`src/rtl/sync_fifo_pkg.sv`:
```
// Shared constants and helpers for the synchronous FIFO: read-mode encodings
// and the width of the pointer / fill-level vectors.
package sync_fifo_pkg;

  localparam int FIFO_STD  = 0;
  localparam int FIFO_FWFT = 1;

  // One extra bit beyond the address distinguishes full from empty.
  function automatic int fill_width(input int address_size);
    return address_size + 1;
  endfunction

endpackage

```
`src/rtl/sync_fifo_if.sv`:
```
// Handshake, status and threshold signals of the FIFO grouped into one bundle.
// The producer/consumer side uses the master modport; the FIFO uses slave.
interface sync_fifo_if #(
  parameter int address_size = 4,
  parameter int data_size    = 8
);
  import sync_fifo_pkg::*;

  localparam int FW = fill_width(address_size);

  logic                 write_incr;
  logic [data_size-1:0] write_data;
  logic                 read_incr;
  logic [data_size-1:0] read_data;
  logic                 write_full;
  logic                 read_empty;
  logic [FW-1:0]        fill_level;
  logic [FW-1:0]        af_threshold;
  logic [FW-1:0]        ae_threshold;
  logic                 almost_full;
  logic                 almost_empty;
  logic                 overflow;
  logic                 underflow;
  logic                 clear_flags;

  modport master (
    output write_incr, write_data, read_incr, af_threshold, ae_threshold, clear_flags,
    input  read_data, write_full, read_empty, fill_level, almost_full, almost_empty,
           overflow, underflow
  );

  modport slave (
    input  write_incr, write_data, read_incr, af_threshold, ae_threshold, clear_flags,
    output read_data, write_full, read_empty, fill_level, almost_full, almost_empty,
           overflow, underflow
  );

endinterface

```
`src/rtl/sync_fifo_mem.sv`:
```
// FIFO storage: depth x data_size array, one clocked write port and one
// asynchronous read port.
module sync_fifo_mem #(
  parameter int address_size = 4,
  parameter int data_size    = 8
) (
  input  logic                    clk,
  input  logic                    i_wr_en,
  input  logic [address_size-1:0] i_wr_addr,
  input  logic [data_size-1:0]    i_wr_data,
  input  logic [address_size-1:0] i_rd_addr,
  output logic [data_size-1:0]    o_rd_data
);

  localparam int DEPTH = 2 ** address_size;

  logic [data_size-1:0] r_mem [DEPTH];

  // NOTE: the array has no reset; emptiness is tracked by the pointers, so
  // stale contents are never observable and the array can map to RAM.
  always_ff @(posedge clk) begin
    if (i_wr_en) r_mem[i_wr_addr] <= i_wr_data;
  end

  assign o_rd_data = r_mem[i_rd_addr];

endmodule

```
`src/rtl/sync_fifo.sv`:
```
// Synchronous FIFO: pointers, occupancy decode, sticky error flags and the
// read path (registered or first-word-fall-through) around sync_fifo_mem.
module sync_fifo
  import sync_fifo_pkg::*;
#(
  parameter int address_size = 4,
  parameter int data_size    = 8,
  parameter int fwft         = FIFO_STD
) (
  input  logic      clk,
  input  logic      reset_n,
  sync_fifo_if.slave bus
);

  localparam int PW    = fill_width(address_size);
  localparam int DEPTH = 2 ** address_size;

  logic [PW-1:0]        r_wr_ptr;
  logic [PW-1:0]        r_rd_ptr;
  logic                 r_overflow;
  logic                 r_underflow;
  logic [PW-1:0]        w_fill;
  logic                 w_full;
  logic                 w_empty;
  logic                 w_wr_acc;
  logic                 w_rd_acc;
  logic [data_size-1:0] w_mem_rdata;

  // Modulo subtraction of the extended pointers gives occupancy 0..DEPTH.
  assign w_fill   = r_wr_ptr - r_rd_ptr;
  assign w_full   = (w_fill == PW'(DEPTH));
  assign w_empty  = (w_fill == '0);
  assign w_wr_acc = bus.write_incr && !w_full;
  assign w_rd_acc = bus.read_incr && !w_empty;

  assign bus.fill_level   = w_fill;
  assign bus.write_full   = w_full;
  assign bus.read_empty   = w_empty;
  assign bus.almost_full  = (w_fill >= bus.af_threshold);
  assign bus.almost_empty = (w_fill <= bus.ae_threshold);
  assign bus.overflow     = r_overflow;
  assign bus.underflow    = r_underflow;

  // NOTE: sequential state uses non-blocking assignments so every register
  // samples pre-edge values regardless of block ordering.
  always_ff @(posedge clk or negedge reset_n) begin
    if (!reset_n) begin
      r_wr_ptr <= '0;
      r_rd_ptr <= '0;
    end else begin
      if (w_wr_acc) r_wr_ptr <= r_wr_ptr + 1'b1;
      if (w_rd_acc) r_rd_ptr <= r_rd_ptr + 1'b1;
    end
  end

  // Setting takes priority over clear_flags on the same edge.
  always_ff @(posedge clk or negedge reset_n) begin
    if (!reset_n) begin
      r_overflow  <= 1'b0;
      r_underflow <= 1'b0;
    end else begin
      if (bus.write_incr && w_full) r_overflow <= 1'b1;
      else if (bus.clear_flags)     r_overflow <= 1'b0;
      if (bus.read_incr && w_empty) r_underflow <= 1'b1;
      else if (bus.clear_flags)     r_underflow <= 1'b0;
    end
  end

  sync_fifo_mem #(
    .address_size (address_size),
    .data_size    (data_size)
  ) u_mem (
    .clk       (clk),
    .i_wr_en   (w_wr_acc),
    .i_wr_addr (r_wr_ptr[address_size-1:0]),
    .i_wr_data (bus.write_data),
    .i_rd_addr (r_rd_ptr[address_size-1:0]),
    .o_rd_data (w_mem_rdata)
  );

  generate
    if (fwft == FIFO_FWFT) begin : g_fwft
      // Head word is shown combinationally; forced to 0 while empty so the
      // output is defined during and right after reset.
      assign bus.read_data = w_empty ? '0 : w_mem_rdata;
    end else begin : g_std
      logic [data_size-1:0] r_read_data;

      always_ff @(posedge clk or negedge reset_n) begin
        if (!reset_n)      r_read_data <= '0;
        else if (w_rd_acc) r_read_data <= w_mem_rdata;
      end

      assign bus.read_data = r_read_data;
    end
  endgenerate

endmodule

```
`src/flat_wrapper.sv`:
```
// flat-port wrapper written by rule: the top's interface ports become plain ports
module sync_fifo_flat import sync_fifo_pkg::*;
#(
  parameter int address_size = 4,
  parameter int data_size    = 8,
  parameter int fwft         = FIFO_STD
)
  (clk, reset_n, bus_write_incr, bus_write_data, bus_read_incr, bus_af_threshold, bus_ae_threshold, bus_clear_flags, bus_read_data, bus_write_full, bus_read_empty, bus_fill_level, bus_almost_full, bus_almost_empty, bus_overflow, bus_underflow);
  sync_fifo_if #(.address_size(address_size), .data_size(data_size)) bus_i ();
  input  logic clk;
  input  logic reset_n;
  input wire logic [$bits(bus_i.write_incr)-1:0] bus_write_incr;
  input wire logic [$bits(bus_i.write_data)-1:0] bus_write_data;
  input wire logic [$bits(bus_i.read_incr)-1:0] bus_read_incr;
  input wire logic [$bits(bus_i.af_threshold)-1:0] bus_af_threshold;
  input wire logic [$bits(bus_i.ae_threshold)-1:0] bus_ae_threshold;
  input wire logic [$bits(bus_i.clear_flags)-1:0] bus_clear_flags;
  output wire logic [$bits(bus_i.read_data)-1:0] bus_read_data;
  output wire logic [$bits(bus_i.write_full)-1:0] bus_write_full;
  output wire logic [$bits(bus_i.read_empty)-1:0] bus_read_empty;
  output wire logic [$bits(bus_i.fill_level)-1:0] bus_fill_level;
  output wire logic [$bits(bus_i.almost_full)-1:0] bus_almost_full;
  output wire logic [$bits(bus_i.almost_empty)-1:0] bus_almost_empty;
  output wire logic [$bits(bus_i.overflow)-1:0] bus_overflow;
  output wire logic [$bits(bus_i.underflow)-1:0] bus_underflow;
  assign bus_i.write_incr = bus_write_incr;
  assign bus_i.write_data = bus_write_data;
  assign bus_i.read_incr = bus_read_incr;
  assign bus_i.af_threshold = bus_af_threshold;
  assign bus_i.ae_threshold = bus_ae_threshold;
  assign bus_i.clear_flags = bus_clear_flags;
  assign bus_read_data = bus_i.read_data;
  assign bus_write_full = bus_i.write_full;
  assign bus_read_empty = bus_i.read_empty;
  assign bus_fill_level = bus_i.fill_level;
  assign bus_almost_full = bus_i.almost_full;
  assign bus_almost_empty = bus_i.almost_empty;
  assign bus_overflow = bus_i.overflow;
  assign bus_underflow = bus_i.underflow;
  sync_fifo #(.address_size(address_size), .data_size(data_size), .fwft(fwft)) u_core (.clk(clk), .reset_n(reset_n), .bus(bus_i));
endmodule
```
`config.mk`:
```
export PLATFORM = sky130hd
export DESIGN_NAME = sync_fifo_flat
export DESIGN_NICKNAME = d
export VERILOG_FILES = /design/src/rtl/sync_fifo_pkg.sv /design/src/rtl/sync_fifo_if.sv /design/src/rtl/sync_fifo_mem.sv /design/src/rtl/sync_fifo.sv /design/src/flat_wrapper.sv
export SDC_FILE = /design/constraint.sdc
export NUM_CORES = 1
export LEC_CHECK = 0
export ABC_AREA = 1
export BUFFER_PORTS_ARGS = -buffer_cell sky130_fd_sc_hd__buf_2
export CORE_MARGIN = 2
export CORE_UTILIZATION = 45
export CTS_BUF_LIST = sky130_fd_sc_hd__clkbuf_4
export CTS_CLUSTER_SIZE = 12
export DETAILED_ROUTE_END_ITERATION = 12
export PLACE_DENSITY = 0.72
export SLEW_MARGIN = 20
export SYNTH_ARGS = -nofsm -noshare
export SYNTH_HDL_FRONTEND = slang
export SYNTH_SLANG_ARGS = --single-unit
```
`constraint.sdc`:
```
create_clock -name clk -period 3.3 [get_ports clk]
set_input_delay 0.66 -clock clk [delete_from_list [all_inputs] [get_ports clk]]
set_output_delay 0.66 -clock clk [all_outputs]
set_load 0.01 [all_outputs]
```
Yosys cells after proc, flatten, opt, wreduce, memory -nomap -nowiden:

Memory sizes are Yosys's and may differ from the RTL's. A register that Yosys moved wholly into a read port is not among the register bits.
Cells that the tools add are included.

* bits in writable memories: 128
* input port bits: 23
* register bits after elaboration: 12
* output and inout port bits: 19
* memories kept: 1

Memories
* u_core.u_mem.r_mem: words 16, width 8, read ports 1, clocked after memory_dff 1, wr ports 1, line sync_fifo_mem.sv:17 `logic [data_size-1:0] r_mem [DEPTH];`

* add/subtract/negate cells: 3
* equality and inequality tests: 1
* $lt $le $gt $ge: 2
* muxes and demuxes: 5
* reduce and logical (&&, ||, !) cells: 10

Operators by type and width (count)
* adder 5 x 1 -> 5 bit (second input constant): 2
* == test 5 bit (second input constant): 1
* >= comparator 5 bit: 1
* <= comparator 5 bit: 1
* logical NOT 5 bit: 1
* 2-to-1 mux 1 bit: 5
* subtractor 5 bit: 1
* logical AND 1 bit: 4
* nonzero test 2 bit: 2
* logical NOT 1 bit: 3

Longest topological paths before layout:

Gate-level depths: netlist (run 1).

* depth in word-level cells: 6
* depth in mapped cells: 13
* gate-level depth less buffers: 13

By module:

From an unflattened synthesis (run 1), not the netlist that was laid out.

* cell total of the unflattened synthesis: 719
* area total of the unflattened synthesis: 6988.0 um^2

By module, submodules not included
* sync_fifo_mem: instances 1, cells an instance 543, seq. area each 3843.7 um^2, area each 5606.6 um^2
* sync_fifo: instances 1, cells an instance 176, seq. area each 500.5 um^2, area each 1381.3 um^2

Worst setup path after synthesis (run 1):

OpenSTA, ideal clock, no wires.

* path kind: register to output
* from: register u_core.r_rd_ptr[1]
* to: output port bus_almost_empty
* data required time: 2.640 ns
* stages on the path, launching flop included: 13
* setup slack: 0.201 ns
* arrival: 2.439 ns
* cell sequence: dfrtp_1 -> inv_1 -> clkbuf_1 -> fa_1 -> nand3_1 -> nand2_1 -> xor2_2 -> ha_1 -> nand3_1 -> nand2_1 -> inv_1 -> nand3_1 -> nand2_1

* longest elaborated chain between the ends: 2

Ends and longest elaborated chain
* start: declaration: line sync_fifo.sv:19 `logic [PW-1:0] r_rd_ptr;`
* start signal: assignment: line sync_fifo.sv:52 `if (w_rd_acc) r_rd_ptr <= r_rd_ptr + 1'b1;`
* subtractor 5 bit: line sync_fifo.sv:30 `assign w_fill = r_wr_ptr - r_rd_ptr;`
* net bus_fill_level[4]: line flat_wrapper.sv:21 `output wire logic [$bits(bus_i.fill_level)-1:0] bus_fill_level;`
* <= comparator 5 bit: line sync_fifo.sv:40 `assign bus.almost_empty = (w_fill <= bus.ae_threshold);`
* end: declaration: line flat_wrapper.sv:23 `output wire logic [$bits(bus_i.almost_empty)-1:0] bus_almost_empty;`

The timed path passes the listed nets, and every way through them passes these cells.

Worst setup path after layout (run 1):

* from: register u_core.r_wr_ptr[0]
* to: output port bus_almost_full

* longest elaborated chain between the ends: 2

Ends and longest elaborated chain
* start: declaration: line sync_fifo.sv:18 `logic [PW-1:0] r_wr_ptr;`
* start signal: assignment: line sync_fifo.sv:51 `if (w_wr_acc) r_wr_ptr <= r_wr_ptr + 1'b1;`
* subtractor 5 bit: line sync_fifo.sv:30
* >= comparator 5 bit: line sync_fifo.sv:39 `assign bus.almost_full = (w_fill >= bus.af_threshold);`
* end: declaration: line flat_wrapper.sv:22 `output wire logic [$bits(bus_i.almost_full)-1:0] bus_almost_full;`

No other way between the ends.

==> results of run 1 <==
-- sequential cells by signal, indices dropped and copies added, names as in the netlist --
signal	cells
u_core.bus.overflow	1
u_core.u_mem.r_mem	128
u_core.r_wr_ptr	5
u_core.bus.underflow	1
u_core.r_rd_ptr	5
u_core.bus.read_data	8
-- timing repair --
action                                  in CTS  in global routing
pin swaps                                    4                  1
resized for setup                           15                  4
endpoints found under the setup margin       4                  3
buffers inserted                            11                  3
-- worst max-delay path: stages (launching register included) --
cell      delay [ps]
dfrtp_1          410
inv_2             90
ha_4             120
inv_2             40
fa_2             580
ha_4             200
a21boi_2         140
nor2_1           130
and2_1           150
o22ai_1           60
nand3_1           80
nand2_1           50
buf_2            130
-- per-stage QoR --
stage               hold WS (ps)  worst slack, ps
floorplan                    364              201
global placement             459              160
detailed placement           469             38.7
CTS                         17.1            -59.6
global route                33.0             -164
finish                      43.7            -68.6
-- cell usage after synthesis (2+ instances only) --
| cell | instances |
|---|---|
| a21oi_1 | 3 |
| buf_1 | 2 |
| buf_2 | 8 |
| buf_6 | 2 |
| clkbuf_1 | 13 |
| dfrtp_1 | 20 |
| edfxtp_1 | 128 |
| ha_1 | 16 |
| inv_1 | 33 |
| nand2_1 | 78 |
| nand2_2 | 2 |
| nand3_1 | 28 |
| nand3_2 | 2 |
| nand4_1 | 2 |
| nor2_1 | 84 |
| nor2_4 | 2 |
| nor3_1 | 16 |
| o211ai_1 | 16 |
| o21ai_0 | 68 |
| o22ai_1 | 17 |
| xnor2_1 | 3 |
| xor2_1 | 6 |
-- worst min path at each step --
stage | depth (start not counted) | slack [ps] | endpoint
2_1_floorplan | 0 | 360 | u_core.bus.overflow$_DFFE_PN0P_
3_3_place_gp | 2 | 460 | u_core.bus.read_data[5]$_DFFE_PN0P_
3_5_place_dp | 2 | 470 | u_core.bus.read_data[6]$_DFFE_PN0P_
4_1_cts | 1 | 20 | u_core.bus.read_data[4]$_DFFE_PN0P_
5_1_grt | 1 | 30 | u_core.bus.read_data[4]$_DFFE_PN0P_
6_report | 1 | 40 | u_core.bus.read_data[4]$_DFFE_PN0P_
-- area by class of cell --
type / instances / area (µm²) / share of cell area
tap: 180 / 225 / 0.0303
inverter: 35 / 134 / 0.0180
antenna: 1 / 2.50 / 0.000337
timing repair buffer: 77 / 479 / 0.0645
clock inverter: 11 / 161 / 0.0217
clock buffer: 19 / 143 / 0.0192
multi-input combinational: 351 / 1940 / 0.261
sequential: 148 / 4350 / 0.585
-- power breakdown --
part	switching, µW	internal [µW]	total (µW)
combinational	2190	1260	3450
clock	591	603	1190
sequential	128	2300	2430
-- kinds of logic (layout without fill, tap and decap cells) --
family          Yosys count  count (layout)  share of synthesized area
buf+inv                  61             142                     0.0399
flops                   148             148                      0.673
fa+ha+maj                17              17                     0.0341
compound gates          107             107                     0.0946
other cells               0               1                          0
simple gates            216             216                      0.141
xor+xnor                 11              11                     0.0173
-- metal layers --
metal,wire length [µm],up-vias,GRT usage,share of wire
met5,0,-,0,0
met4,357,0,0.0774,0.024
met3,911,30,0.0449,0.062
met2,7360,202,0.343,0.50
met1,6020,2174,0.245,0.41
li1,-,2111,-,-
==> metrics.txt, run 1 <==
number of global-route vias before repair 4369; area growth from synthesis to layout 15.2%; reg-to-reg critical path endpoint u_core.u_mem.r_mem[5][3]$_DFFE_PP_; average wire per cell in the routed design 17.8 µm; top cells by area, synth edfxtp_1 60%, dfrtp_1 7.8%, o21ai_0 5.3%; height of the chip 124 µm; effective utilization at floorplan 0.463; number of failing setup endpoints in the final timing report 2; post-layout net count 670; leading cell types in the layout, fill and taps excluded 128 x edfxtp_1, 84 x nor2_1, 77 x nand2_1, 68 x o21ai_0, 41 x buf_2; worst reg2reg startpoint u_core.r_wr_ptr[0]$_DFFE_PN0P_; fill count 1155; final std cells w/o fill 822; # H-tree levels 4; worst reg2reg path depth 12; maximum number of pins on one net before global-route repair 68; global routing usage summed across all routing layers 0.200; number of antenna violations at the first check in global routing 1; Max Transition Viols Final 0; required time at the worst-slack endpoint 2640 ps; vias post-DR 4517; most common flop cell mapped by yosys edfxtp_1; max-capacitance violation count 0; Final Skew 21.3 ps; placed cell areas 6920 µm²; Core Rows 43; first-pass iteration count of the detailed router 7; ratio of routed vias to standard cells 5.50; worst-case register-to-register setup slack 620 ps; largest buffer count on any clock path 2; category of the worst setup path capture point output pin; Power Dens Cells 952 nW/µm²; failing checks setup timing; critical path class flop to output pin; YS warnings 0; clock sink count 148; net count after synthesis 600; post-synthesis sequential element count 148; hold-fix buffer count after cts 0; Data arrival, critical path 2710 ps; floorplan core area 13900 µm²; library cell used as clock root buffer clkbuf_4; port bufs 41; placed wire-length estimate 9.02 mm; setup repair after global routing missed its margin yes; total negative setup slack -110 ps; Die Outline Area 15300 µm²; IO Pins 42; Max Clk Rate 297 MHz; synthesized netlist cell count 560; total gr overflow 0; worst voltage drop across the vdd grid 0.492 mV; share of the synthesized area in the top cell type 0.596; CTS clock-pin slew for the worst setup and hold paths 120 ps; final worst slack -68.6 ps; share of the core filled with cells in the final layout 0.533; critical path launch point type flop; latest clock arrival within the worst-skew pair 540 ps; drt total wl 14.6 mm; launch point of the worst path u_core.r_wr_ptr[0]$_DFFE_PN0P_; Async S/R FF share, synth 0.135; Iteration-0 DRC Markers 354; kind of path behind the tightest hold check primary input to asynchronous set/reset pin; number of enable flip-flop cells after synthesis 128; average cell area after synthesis 11.5 µm²; tightest slew margin relative to the limit 0.551; largest fanout of any net on the critical path 2; PnR Total Power 7070 µW; final design area excluding fillers 7430 µm²; ratio of cells with drive above 1 in the final layout 0.201; library cell occupying the most area in the post-synthesis netlist edfxtp_1; Hold Violations, Final 0; run status finished, violations left; cell count after placement 777; number of routed nets with antenna violations 0; global-route wire length before repair 22.5 mm; slew at the pin closest to its max-slew limit 673 ps; placer's final routability congestion estimate 0.877; leakage power 0.00280 µW; clock buffer count from CTS 17; drt drc 0; proportion of synthesized chip area in sequential cells 0.673; Die X-Extent 124 µm; TritonCTS clock tree built; combined area of all synthesized cells 6450 µm²; Cell variety after synth 33; final period utilization 1.02; time the worst path needs with I/O delays and setup 3370 ps; Critical path destination bus_almost_full; most common cell after layout, fill and taps aside edfxtp_1
Note: power is estimated with default switching activity, not from simulation.
==> run 2, diff against run 1 <==
--- a/config.mk
+++ b/config.mk
@@ -13,7 +13,9 @@
 export CTS_CLUSTER_SIZE = 12
 export DETAILED_ROUTE_END_ITERATION = 12
 export PLACE_DENSITY = 0.72
+export RECOVER_POWER = 100
 export SLEW_MARGIN = 20
 export SYNTH_ARGS = -nofsm -noshare
 export SYNTH_HDL_FRONTEND = slang
+export SYNTH_HIERARCHICAL = 1
 export SYNTH_SLANG_ARGS = --single-unit
==> run 2 against run 1 <==
Net effect:
- the flow still finishes with violations (setup timing)
- critical path depth rose by 5
- worst setup slack improved by 19 ps
- combinational power down 4%
- fmax up 0.56%
- worst hold slack better by 240 ps
- global-route usage fell by 1.6 points
- sequential cell count is the same
- synthesized cell count is 28% higher
- via count up 8.3%
- power is 2.5% lower
- clock skew increased by 2.3 ps
- sequential power hardly changed
==> metrics.txt, run 2 <==
run status finished, violations left (unchanged); failing checks setup timing (unchanged); combined area of all synthesized cells 6990 µm² (was 6450 µm²); total gr overflow 0 (unchanged); area growth from synthesis to layout 10.2% (was 15.2%); total negative setup slack -49.9 ps (was -110 ps); ratio of cells with drive above 1 in the final layout 0.124 (was 0.201); slowest CP cell dfrtp_1 (was fa_2); average cell area after synthesis 9.72 µm² (was 11.5 µm²); combinational cell fraction of total power 0.480 (was 0.488); worst-case register-to-register setup slack 370 ps (was 620 ps); time the worst path needs with I/O delays and setup 3350 ps (was 3370 ps); kind of path behind the tightest hold check primary input to flop (was primary input to asynchronous set/reset pin); leading cell types in the layout, fill and taps excluded 220 x nand2_1, 128 x edfxtp_1, 126 x inv_1, 118 x nand3_1, 22 x buf_2 (was 128 x edfxtp_1, 84 x nor2_1, 77 x nand2_1, 68 x o21ai_0, 41 x buf_2); floorplan core area 15200 µm² (was 13900 µm²); required time at the worst-slack endpoint 2640 ps (about the same); Data arrival, critical path 2690 ps (was 2710 ps); synthesized netlist cell count 719 (was 560); list of most frequent post-synthesis cells 222 x nand2_1, 129 x inv_1, 128 x edfxtp_1 (was 128 x edfxtp_1, 84 x nor2_1, 78 x nand2_1); Power Dens Cells 895 nW/µm² (was 952 nW/µm²); final design area excluding fillers 7700 µm² (was 7430 µm²); largest fanout of any net on the critical path 4 (was 2); TritonCTS clock tree built (unchanged); internal power 3980 µW (was 4160 µW); category of the worst setup path capture point output pin (unchanged); critical path launch point type flop (unchanged); drt total wl 14.4 mm (was 14.6 mm); latest clock arrival within the worst-skew pair 570 ps (was 540 ps); Max Transition Viols Final 0 (unchanged); PnR Total Power 6890 µW (was 7070 µW); Max Clk Rate 299 MHz (was 297 MHz); Final Skew 23.6 ps (was 21.3 ps); net count after synthesis 756 (was 600); Biggest register u_core/u_mem/r_mem (was u_core.u_mem.r_mem); height of the chip 129 µm (was 124 µm); final period utilization 1.02 (about the same); CTS clock-pin slew for the worst setup and hold paths 110 ps (was 120 ps); drt drc 0 (unchanged); CP Cell Sequence inv_2 > ha_4 > inv_2 > fa_2 > nand2_2 > nand2_2 > a21oi_2 > nand2_1 > nand2_2 > inv_2 > ha_4 > nand3_2 > nand2_1 > inv_1 > nand3_1 > nand2_1 > buf_2 (was inv_2 > ha_4 > inv_2 > fa_2 > ha_4 > a21boi_2 > nor2_1 > and2_1 > o22ai_1 > nand3_1 > nand2_1 > buf_2); part of the total power dissipated in the clock network 0.167 (was 0.169); Hold Violations, Final 0 (unchanged); Cell variety after synth 30 (was 33); proportion of synthesized chip area in sequential cells 0.622 (was 0.673); maximum number of pins on one net before global-route repair 70 (was 68); tightest slew margin relative to the limit 0.278 (was 0.551); number of antenna violations at the first check in global routing 1 (unchanged); library cell occupying the most area in the post-synthesis netlist edfxtp_1 (unchanged); placed cell areas 7320 µm² (was 6920 µm²); largest buffer count on any clock path 2 (unchanged); most common cell after layout, fill and taps aside nand2_1 (was edfxtp_1); critical path class flop to output pin (unchanged); clock buffer count from CTS 17 (unchanged); clock sink count 148 (unchanged); library cell used as clock root buffer clkbuf_4 (unchanged); effective utilization at floorplan 0.460 (was 0.463); number of enable flip-flop cells after synthesis 128 (unchanged); YS warnings 6 (was 0); Async S/R FF share, synth 0.135 (unchanged); first-pass iteration count of the detailed router 6 (was 7); leakage power 0.00346 µW (was 0.00280 µW); ratio of routed vias to standard cells 5.04 (was 5.50); number of failing setup endpoints in the final timing report 1 (was 2); number of global-route vias before repair 4358 (was 4369); relative contribution of sequential cells to total power 0.353 (was 0.343); average wire per cell in the routed design 14.8 µm (was 17.8 µm); global routing usage summed across all routing layers 0.183 (was 0.200); placed wire-length estimate 9.11 mm (was 9.02 mm); flip-flop count of the largest register, all copies and words added 128 (unchanged); max-capacitance violation count 0 (unchanged); port bufs 41 (unchanged); top cells by area, synth edfxtp_1 55%, nand2_1 12%, nand3_1 8.5% (was edfxtp_1 60%, dfrtp_1 7.8%, o21ai_0 5.3%); Sw Pwr 2910 µW (about the same); share of the synthesized area in the top cell type 0.550 (was 0.596); post-layout net count 806 (was 670); most common flop cell mapped by yosys edfxtp_1 (unchanged); IO Pins 42 (unchanged); Sw Ratio 0.422 (was 0.411); worst voltage drop across the vdd grid 0.343 mV (was 0.492 mV); leading cell type by number of instances after synthesis nand2_1 (was edfxtp_1); share of the core filled with cells in the final layout 0.507 (was 0.533); global-route wire length before repair 22.8 mm (was 22.5 mm); fill count 1357 (was 1155); post-synthesis sequential element count 148 (unchanged); setup repair after global routing missed its margin yes (unchanged); slew at the pin closest to its max-slew limit 1080 ps (was 673 ps); vias post-DR 4890 (was 4517); Die X-Extent 129 µm (was 124 µm); Core Rows 45 (was 43); Die Outline Area 16500 µm² (was 15300 µm²); Iteration-0 DRC Markers 502 (was 354); placer's final routability congestion estimate 0.854 (was 0.877); number of routed nets with antenna violations 0 (unchanged); # H-tree levels 4 (unchanged); final worst slack -49.9 ps (was -68.6 ps); stage delay of the slowest cell on the critical path 410 ps (was 580 ps)
## run 2: cell count changes after synthesis, sizes merged, moves of 2 or more
cell,before,now
nand2,80,226
nor2,86,22
nand3,30,120
o22ai,17,0
xnor2,4,6
inv,34,133
ha,16,13
xor2,7,2
o211ai,16,0
nand3b,1,4
o21ai,70,7
buf,13,26
clkbuf,13,1
nor3,16,3
## run 2: layer usage
metal	wire, µm	GRT usage	vias up
li1	-	-	2400
met3	1140	0.0482	39
met1	6330	0.256	2269
met4	435	0.0850	0
met5	0	0	-
met2	6470	0.270	182
## run 2: worst max-delay path: cells and delay by family, from the launching register on
family	cells	cell delay, ps
simple gates	8	520
fa+ha+maj	3	750
compound gates	1	120
buf+inv	5	340
flops	1	410
## run 2: power groups by stage
stage          Sequential [µW]  Combinational, µW  Clock, µW
2_1_floorplan             2490               2220          0
3_3_place_gp              2460               3000          0
3_5_place_dp              2470               3030          0
4_1_cts                   2430               3260       1170
5_1_grt                   2460               3690       1260
6_report                  2430               3310       1150
## run 2: cell families (layout without fill, tap and decap cells)
group           Yosys count  after routing  share of synthesized area
compound gates           12             12                     0.0115
xor+xnor                  8              8                     0.0100
fa+ha+maj                14             14                     0.0261
buf+inv                 160            222                     0.0985
flops                   148            148                      0.622
other cells               0              1                          0
simple gates            377            377                      0.232
## run 2: through the flow
step | instances | setup WS [ps] | hold WS [ps]
after detailed placement | 931 | 163 | 462
after global placement | 931 | 228 | 457
after global routing | 970 | -252 | 255
final | 970 | -49.9 | 285
after floorplan | 719 | 371 | 364
after CTS | 969 | -116 | 249
## run 2: path summary, 6_finish.rpt
path | startpoint | endpoint | cells after the start
worst max-delay path | u_core/r_wr_ptr[0]$_DFFE_PN0P_ | bus_almost_empty | 17
worst max register to register | u_core/r_wr_ptr[0]$_DFFE_PN0P_ | u_core/u_mem/r_mem[10][5]$_DFFE_PP_ | 14
worst min register to register | u_core/bus.read_data[1]$_DFFE_PN0P_ | u_core/bus.read_data[1]$_DFFE_PN0P_ | 2
max in group asynchronous | reset_n | u_core/r_rd_ptr[0]$_DFFE_PN0P_ | 2
min in group asynchronous | reset_n | u_core/bus.read_data[3]$_DFFE_PN0P_ | 2
worst min-delay path | bus_clear_flags | u_core/bus.underflow$_DFFE_PN0P_ | 2
## run 2: layout make-up
| cell class | instances | area (µm²) | share of cell area |
|---|---|---|---|
| Inverter | 133 | 499 | 0.0648 |
| Tap cell | 188 | 235 | 0.0305 |
| Clock inverter | 14 | 163 | 0.0211 |
| Timing Repair Buffer | 58 | 312 | 0.0404 |
| Multi-Input combinational cell | 411 | 2020 | 0.262 |
| Sequential cell | 148 | 4350 | 0.564 |
| Antenna cell | 1 | 2.50 | 0.000325 |
| Clock buffer | 17 | 128 | 0.0166 |
## run 2: repair_timing
action                     CTS  global route
gates resized for setup     14             4
pin swaps                    9             5
hold endpoints to repair     3             0
hold buffers                 1             0
setup endpoints to repair    3             3
buffers inserted             6             0
